**src/rtl/fetch_stage.sv**
```systemverilog
// rtl/fetch_stage.sv - instruction fetch stage: PC register, imem request/response, IF/ID register
module fetch_stage #(
  parameter logic [31:0] RESET_PC  = 32'h0000_0000,
  parameter logic [31:0] NOP_INSTR = 32'h0000_0000
) (
  input  logic        clk,
  input  logic        rst,
  input  logic [31:0] nextpc,
  input  logic        flush,
  input  logic        id_stall,
  output logic        imem_req,
  output logic [31:0] imem_addr,
  input  logic        imem_ready,
  input  logic        imem_rvalid,
  input  logic [31:0] imem_rdata,
  output logic [31:0] pc,
  output logic        if_valid,
  output logic [31:0] if_pc,
  output logic [31:0] if_instr,
  output logic [31:0] fetch_count
);

  localparam logic [31:0] ALIGN_MASK = 32'hFFFF_FFFC;

  typedef enum logic [1:0] {
    ST_REQ  = 2'd0,
    ST_WAIT = 2'd1,
    ST_FULL = 2'd2
  } state_t;

  state_t      state;
  state_t      state_nx;
  logic        discard;
  logic [31:0] nextpc_al;
  logic        capture;
  logic        release_ifid;
  logic        pc_load;

  // Low address bits are never meaningful for word fetches.
  assign nextpc_al = nextpc & ALIGN_MASK;

  // A returned word is kept only if nothing redirected fetch since the request was accepted.
  assign capture      = (state == ST_WAIT) && imem_rvalid && !discard && !flush;
  // IF/ID empties when decode takes the instruction or a redirect kills it.
  assign release_ifid = (state == ST_FULL) && (flush || !id_stall);
  // The PC moves only on a redirect or when decode consumes the current instruction.
  assign pc_load      = ((state != ST_FULL) && flush) || release_ifid;

  // State register.
  always_ff @(posedge clk) begin
    if (rst) begin
      state <= ST_REQ;
    end else begin
      state <= state_nx;
    end
  end

  // Next-state logic: a flush in REQ does not stop an acceptance of the old address.
  always_comb begin
    state_nx = state;
    case (state)
      ST_REQ: begin
        if (imem_ready) state_nx = ST_WAIT;
      end
      ST_WAIT: begin
        if (imem_rvalid) state_nx = (discard || flush) ? ST_REQ : ST_FULL;
      end
      ST_FULL: begin
        if (flush || !id_stall) state_nx = ST_REQ;
      end
      default: state_nx = ST_REQ;
    endcase
  end

  // Bus outputs: one request at a time, always at the current fetch PC.
  always_comb begin
    imem_req  = (state == ST_REQ);
    imem_addr = pc & ALIGN_MASK;
  end

  // Fetch PC register.
  always_ff @(posedge clk) begin
    if (rst) begin
      pc <= RESET_PC;
    end else if (pc_load) begin
      pc <= nextpc_al;
    end
  end

  // Discard flag marks the outstanding response as belonging to a redirected-away address.
  always_ff @(posedge clk) begin
    if (rst) begin
      discard <= 1'b0;
    end else begin
      case (state)
        ST_REQ:  if (flush && imem_ready) discard <= 1'b1;
        ST_WAIT: begin
          if (imem_rvalid)  discard <= 1'b0;
          else if (flush)   discard <= 1'b1;
        end
        default: discard <= discard;
      endcase
    end
  end

  // IF/ID register and delivered-instruction counter.
  always_ff @(posedge clk) begin
    if (rst) begin
      if_valid    <= 1'b0;
      if_pc       <= RESET_PC;
      if_instr    <= NOP_INSTR;
      fetch_count <= 32'd0;
    end else if (capture) begin
      if_valid    <= 1'b1;
      if_pc       <= pc;
      if_instr    <= imem_rdata;
      fetch_count <= fetch_count + 32'd1;
    end else if (release_ifid) begin
      if_valid    <= 1'b0;
      if_instr    <= NOP_INSTR;
    end
  end

endmodule

```
**config.mk**
```make
export PLATFORM = sky130hd
export DESIGN_NAME = fetch_stage
export DESIGN_NICKNAME = d
export VERILOG_FILES = /design/src/rtl/fetch_stage.sv
export SDC_FILE = /design/constraint.sdc
export NUM_CORES = 1
export LEC_CHECK = 0
export CAP_MARGIN = 20
export CORE_MARGIN = 5
export CORE_UTILIZATION = 42
export CTS_CLUSTER_DIAMETER = 40
export DETAILED_ROUTE_END_ITERATION = 12
export HOLD_SLACK_MARGIN = 0.03
export PLACE_DENSITY = 0.91
export SYNTH_ARGS = -nofsm -noshare
export SYNTH_HDL_FRONTEND = slang
export SYNTH_SLANG_ARGS = --single-unit
```
**constraint.sdc**
```tcl
create_clock -name clk -period 2.6 [get_ports clk]
set_clock_uncertainty 0.05 [all_clocks]
set_input_delay 0.52 -clock clk [delete_from_list [all_inputs] [get_ports clk]]
set_output_delay 0.52 -clock clk [all_outputs]
set_load 0.02 [all_outputs]
```
==> metrics.txt <==
Clock Path Buffers 2; minimum clock period between 2 and 2.5 ns; pre-CTS setup slack -0.159 ns; io pins between 200 and 250; via count about 5,300; Tot Pwr slightly below 5 mW; die area 0.0150 mm²; Setup Crit Path Kind in2reg; Port Buffers 223; Post-Route WL roughly 17,000 µm; max-slew violation count 0; DRC viols 0; largest net degree at the start of global routing 55; post-cts resize count 0; Die H roughly 120 µm; CTS Buf Count 17; htree depth 4; GPL Wtd Cong about 0.82; Critical Path, Cell by Cell clkdlybuf4s50_1, nand3b_4, or4_1, nor4_1, mux2_2; fraction of layout cells with a size suffix above 1 0.0826; fin cells 1,033; syn avg cell area about 8 µm²; first-pass GRT wire length 26,100 µm; Final period util 0.908; placed cell count 1,000; hpwl dp between 10,000 and 15,000 µm; Worst EP required about 2.9 ns; setup ws final 0.240 ns; clk root buf clkbuf_16; final net count ~920; Worst Setup Start Kind input port; pwr/cell area slightly above 600 mW/mm²; Critical Path Max Stage Delay 0.68 ns; initial core utilization 0.423; RSZ-0062 raised after global routing no; FILL cells just over 1,000; status completed; drt initial violations around 400; clk sinks ~130; post-synth cell types 39; # hold bufs at CTS 0; post-layout instance area between 0.008 and 0.009 mm²; CP max FO 8; wire length per cell approximately 16 µm; register area between 0.002 and 0.003 mm²; CP Data Arrival Time 2.62 ns; multi-input logic area between 0.002 and 0.0025 mm²; Max Cap Viol 0; peak supply drop 498 µV; final-report hold violation count 0; Setup Buffers After CTS 0; first-pass detailed-route iteration total 5; slowest CP cell or4_1; Leakage Power between 2 and 3 nW; Total Routing Usage GR 0.222; Worst Min Path Start if_pc[31]$_SDFFE_PP0P_; Final Setup Violations 0; Slew @ Worst Pin 0.561 ns; clk_lat worst skew ~0.42 ns; normalized max-slew margin 0.626; post-route setup TNS 0 ns; core area around 0.013 mm²; Syn. warnings 0; Placed Area approximately 0.0075 mm²; reg2reg start fetch_count[3]$_SDFFE_PP0P_; vias in the first global route 5,233; synthesized flop and latch total approximately 130; Mapped Cells approximately 660; Clock Pin Slew Worst Setup and Hold Paths 0.06 ns; post-synthesis instance area approximately 0.0053 mm²; Fmax 424 MHz; Crit. Startpoint imem_rvalid; Final ANT Viol Nets 0; antenna violations before repair 0; Placement Rows 41; Worst setup EP type flop; HP Class reg2reg; routed vias/inst ~5.2; GRT overflow 0; floorplan die width 122 µm; Area Growth Syn to Fin 53.1%; Seq/Total Area, Yosys 0.483; CTS tree done
routing by layer:
| metal | track usage | share of wire | wire length, µm | up-vias |
|---|---|---|---|---|
| met5 | 0 | 0 | 0 | - |
| met4 | 0.0854 | 0.020 | 333 | 0 |
| met3 | 0.102 | 0.098 | 1630 | 26 |
| met2 | 0.371 | 0.50 | 8300 | 209 |
| met1 | 0.248 | 0.38 | 6340 | 2525 |
| li1 | - | - | - | 2583 |
worst max-delay path: cells and delay by family:
kind          cells  cell delay (ns)
mux               1             0.37
buf+inv           1             0.55
simple gates      3             1.18
registers in the layout, indices dropped and copies added (netlist names):
name and count:
fetch_count 32, if_instr 32, if_pc 30, pc 30
state 2, discard 1, if_valid 1
path summary, 6_finish.rpt:
| kind | endpoint | slack (ns) | cells past startpoint |
|---|---|---|---|
| max reg2reg | fetch_count[27]$_SDFFE_PP0P_ | 0.26 | 4 |
| min | if_pc[31]$_SDFFE_PP0P_ | 0.40 | 2 |
| max | fetch_count[27]$_SDFFE_PP0P_ | 0.24 | 5 |
| min reg2reg | if_pc[31]$_SDFFE_PP0P_ | 0.40 | 2 |
cell usage after synthesis:
| cell | count | area (µm²) |
|---|---|---|
| mux2i_1 | 1 | 10.0 |
| buf_1 | 1 | 3.75 |
| xnor2_1 | 9 | 78.8 |
| nand4_1 | 8 | 50.1 |
| nor2_1 | 24 | 90.1 |
| buf_4 | 36 | 270 |
| nor2b_1 | 9 | 56.3 |
| inv_1 | 6 | 22.5 |
| o31ai_1 | 7 | 52.6 |
| nand4bb_2 | 1 | 16.3 |
| xor2_1 | 1 | 8.76 |
| or4_1 | 12 | 90.1 |
| and3b_2 | 1 | 10.0 |
| or4_2 | 1 | 8.76 |
| buf_6 | 1 | 11.3 |
| dfxtp_1 | 128 | 2560 |
| clkbuf_1 | 35 | 131 |
| a21o_1 | 1 | 7.51 |
| conb_1 | 1 | 3.75 |
| nor4_1 | 6 | 37.5 |
| mux2_2 | 9 | 101 |
| o21ai_0 | 5 | 25.0 |
| or3_2 | 1 | 7.51 |
| and4_1 | 6 | 52.6 |
| or4b_1 | 1 | 10.0 |
| or3b_2 | 1 | 8.76 |
| clkbuf_2 | 1 | 5.00 |
| clkbuf_8 | 1 | 13.8 |
| or3_1 | 5 | 31.3 |
| ha_1 | 1 | 12.5 |
| o21ai_1 | 1 | 5.00 |
| nand3_1 | 44 | 220 |
| nand2_1 | 167 | 627 |
| nand4b_1 | 1 | 8.76 |
| nor3_1 | 14 | 70.1 |
| a21oi_1 | 108 | 541 |
| and2b_2 | 1 | 8.76 |
| nand3b_4 | 1 | 20.0 |
| buf_2 | 2 | 10.0 |
cell usage in the layout, fill, tap and decap left out, types with 4 or more instances in the layout:
cell type / count
clkdlybuf4s50_1: 222
nand2_1: 166
dfxtp_1: 128
a21oi_1: 107
nand3_1: 44
nor2_1: 24
clkbuf_16: 17
buf_4: 16
nor3_1: 13
or4_1: 12
nor2b_1: 9
mux2_2: 9
xnor2_1: 9
nand4_1: 8
o31ai_1: 7
and4_1: 6
inv_1: 6
nor4_1: 6
conb_1: 6
or3_1: 5
o21ai_0: 5
clkinvlp_4: 5
clkinv_2: 4
where the power goes:
group | internal [mW] | switching, mW
Combinational | 0.247 | 0.250
Clock | 1.53 | 0.887
Sequential | 2.01 | 0.0440
Total | 3.78 | 1.18
cell type report:
type                            count  area share
Sequential cell                   128       0.316
Timing Repair Buffer              241       0.296
Multi-Input combinational cell    453       0.284
Clock buffer                       18      0.0541
Tap cell                          172      0.0265
Clock inverter                     14      0.0204
Inverter                            6     0.00278
Antenna cell                        1    0.000308
metrics by stage:
stage | util | hold slack, ns
floorplan | - | 0.438
global placement | 0.600 | 0.390
detailed placement | 0.600 | 0.396
CTS | 0.648 | 0.404
global route | 0.648 | 0.428
finish | 0.648 | 0.402
kinds of logic (layout without fill, tap and decap cells):
logic type / Yosys count / in the layout / share of synthesized area
other cells: 1 / 7 / 0.000708
compound gates: 122 / 122 / 0.119
fa+ha+maj: 1 / 1 / 0.00236
mux: 10 / 10 / 0.0210
xor+xnor: 10 / 10 / 0.0165
flops: 128 / 128 / 0.483
simple gates: 304 / 304 / 0.269
buf+inv: 83 / 279 / 0.0883
Power figures use the tool's default switching activity.
==> variant: new RTL, config.mk and constraints unchanged <==
Encoding of `state_t`: now one-hot (3 bits for 3 states).
--- a/src/rtl/fetch_stage.sv
+++ b/src/rtl/fetch_stage.sv
@@ -22,10 +22,10 @@
 
   localparam logic [31:0] ALIGN_MASK = 32'hFFFF_FFFC;
 
-  typedef enum logic [1:0] {
-    ST_REQ  = 2'd0,
-    ST_WAIT = 2'd1,
-    ST_FULL = 2'd2
+  typedef enum logic [2:0] {
+    ST_REQ  = 3'b001,
+    ST_WAIT = 3'b010,
+    ST_FULL = 3'b100
   } state_t;
 
   state_t      state;
Formal check against the unedited RTL: no difference found for any inputs over 10 cycles, from zero or initial values and one cycle with rst high; not proved beyond that.
==> variant against the original RTL <==
Total power is 1.7% lower. Critical path depth shrank 2. First-iteration DRC count fell by 14%. Sequential cell count increased by 1. Wire length is 5.0% lower. Design area shrank 0.43%. Setup slack improved by 0.055 ns. Maximum frequency increased by 2.4%. Synthesized area down 0.21%. Utilization about the same. Die area decreased by 0.20%. Critical path type is now reg2out. Critical endpoint is now imem_req. Largest cell class unchanged.
==> variant: results (changes against the original RTL) <==
- For hold timing, the worst endpoint is if_pc[2].
- The startpoint identified for the worst register-to-register timing path is fetch_count[0].
- The startpoint identified for the worst hold timing path is if_pc[2].
* Smallest hold slack: 0.402 ns (+0.000258 ns)
- The arrival time of data at the critical path endpoint is 1.73 ns (-0.89 ns).
* Placed wire-length estimate: 11100 µm (-2.6%)
- The flow ran to the end, and the final reports show no timing, DRC or antenna violations.
- The wire length of the first global-routing pass was 24800 µm (-5.2%).
- Nets@finish: 908 (-1.1%)
- List of most frequent post-synthesis cells: nand2_1, dfxtp_1, a21oi_1
- Max_slew headroom: 0.622 (-0.00402)
* Sequential-to-total area share from yosys stat: 0.488 (+0.00481)
- Reg2Reg Depth: 5 (+1)
- Synth Flop Type: dfxtp_1
- The number of distinct library cell variants in the gate-level netlist after synthesis is 38 (-2.6%).
- Detailed-routing wirelength on met1: 6240 µm (-1.6%)
- Peak ir drop on the vdd network: 409 µV (-18%)
* Startpoint of the most critical setup path: state[0]
- Switching part of the total power: 0.228 (-0.0101)
* Placed instance count: 990 (-1.0%)
- Ranking of synthesized cells by area: dfxtp_1, nand2_1, a21oi_1, buf_4, nand3_1
- Fill cells: 1020 (-0.58%)
- Crit path max fanout: 5 (-3)
- The clock share of power is 0.480 (-0.006).
* Maximum number of pins on one net before global-route repair: 61 (+11%)
* Total internal power: 3.76 mW (-0.42%)
- The worst hold path stage count came to 2 (unchanged).
- Share of post-route cells with drive strength above 1: 0.0696 (-0.0130)
* Leakage power of the design: 2.79 nW (+0.38%)
* Via count: 5213 (-2.4%)
- Min cycle time layout: 2.30 ns (-0.0548 ns)
- GRT met2 Usage: 0.356 (-0.0151)
- First-pass DRT Iterations: 4 (-1)
- The detailed router used layers up to and including met4.
* Met2 wirelength from detailed routing: 8110 µm (-2.2%)
- Endpoint of the worst-slack reg-to-reg timing path: fetch_count[28]
* Worst slack after detailed placement: 0.0995 ns (+0.259 ns)
- Fraction of met1 tracks used by global routing: 0.245 (-0.00290)
* Last element of the critical path: imem_req
* Post-detailed-route via-to-cell ratio: 5.11 (-1.2%)
- Flip-flop and latch area: 2580 µm² (+0.78%)
- The met3 capacity usage during global routing came to 0.0654 (-0.0369).
- Combined global-route utilization of all metal layers: 0.209 (-0.0135)
[variant: cell types whose count changed in the layout (fill, tap and decap cells not counted), sizes merged, moves of 6 or more]
cell   before  now
a21oi     108  118
nor2b       9    1
nor2       24   11
xnor2       9    1
xor2        1    7
nor3       14    1
o31ai       7   13
mux2        9    1
[variant: critical path, cell delays in order, from the launching register on]
cell and delay (ns):
dfxtp_1 0.40, nand2b_1 0.12, nor2_1 0.15, clkdlybuf4s50_1 0.66
[variant: cells by family after synthesis]
logic type      synth area share
flops                      0.488
simple gates               0.257
compound gates             0.147
fa+ha+maj                0.00237
mux                      0.00213
buf+inv                   0.0887
other cells             0.000709
xor+xnor                  0.0132
[variant: area by class of cell]
class                   instances  share of cell area
clock buffers                  22              0.0599
clock inverters                 8              0.0130
inverters                       4             0.00186
multi-input cells             443               0.281
flip-flops and latches        129               0.320
well taps                     172              0.0266
repair buffers                242               0.298
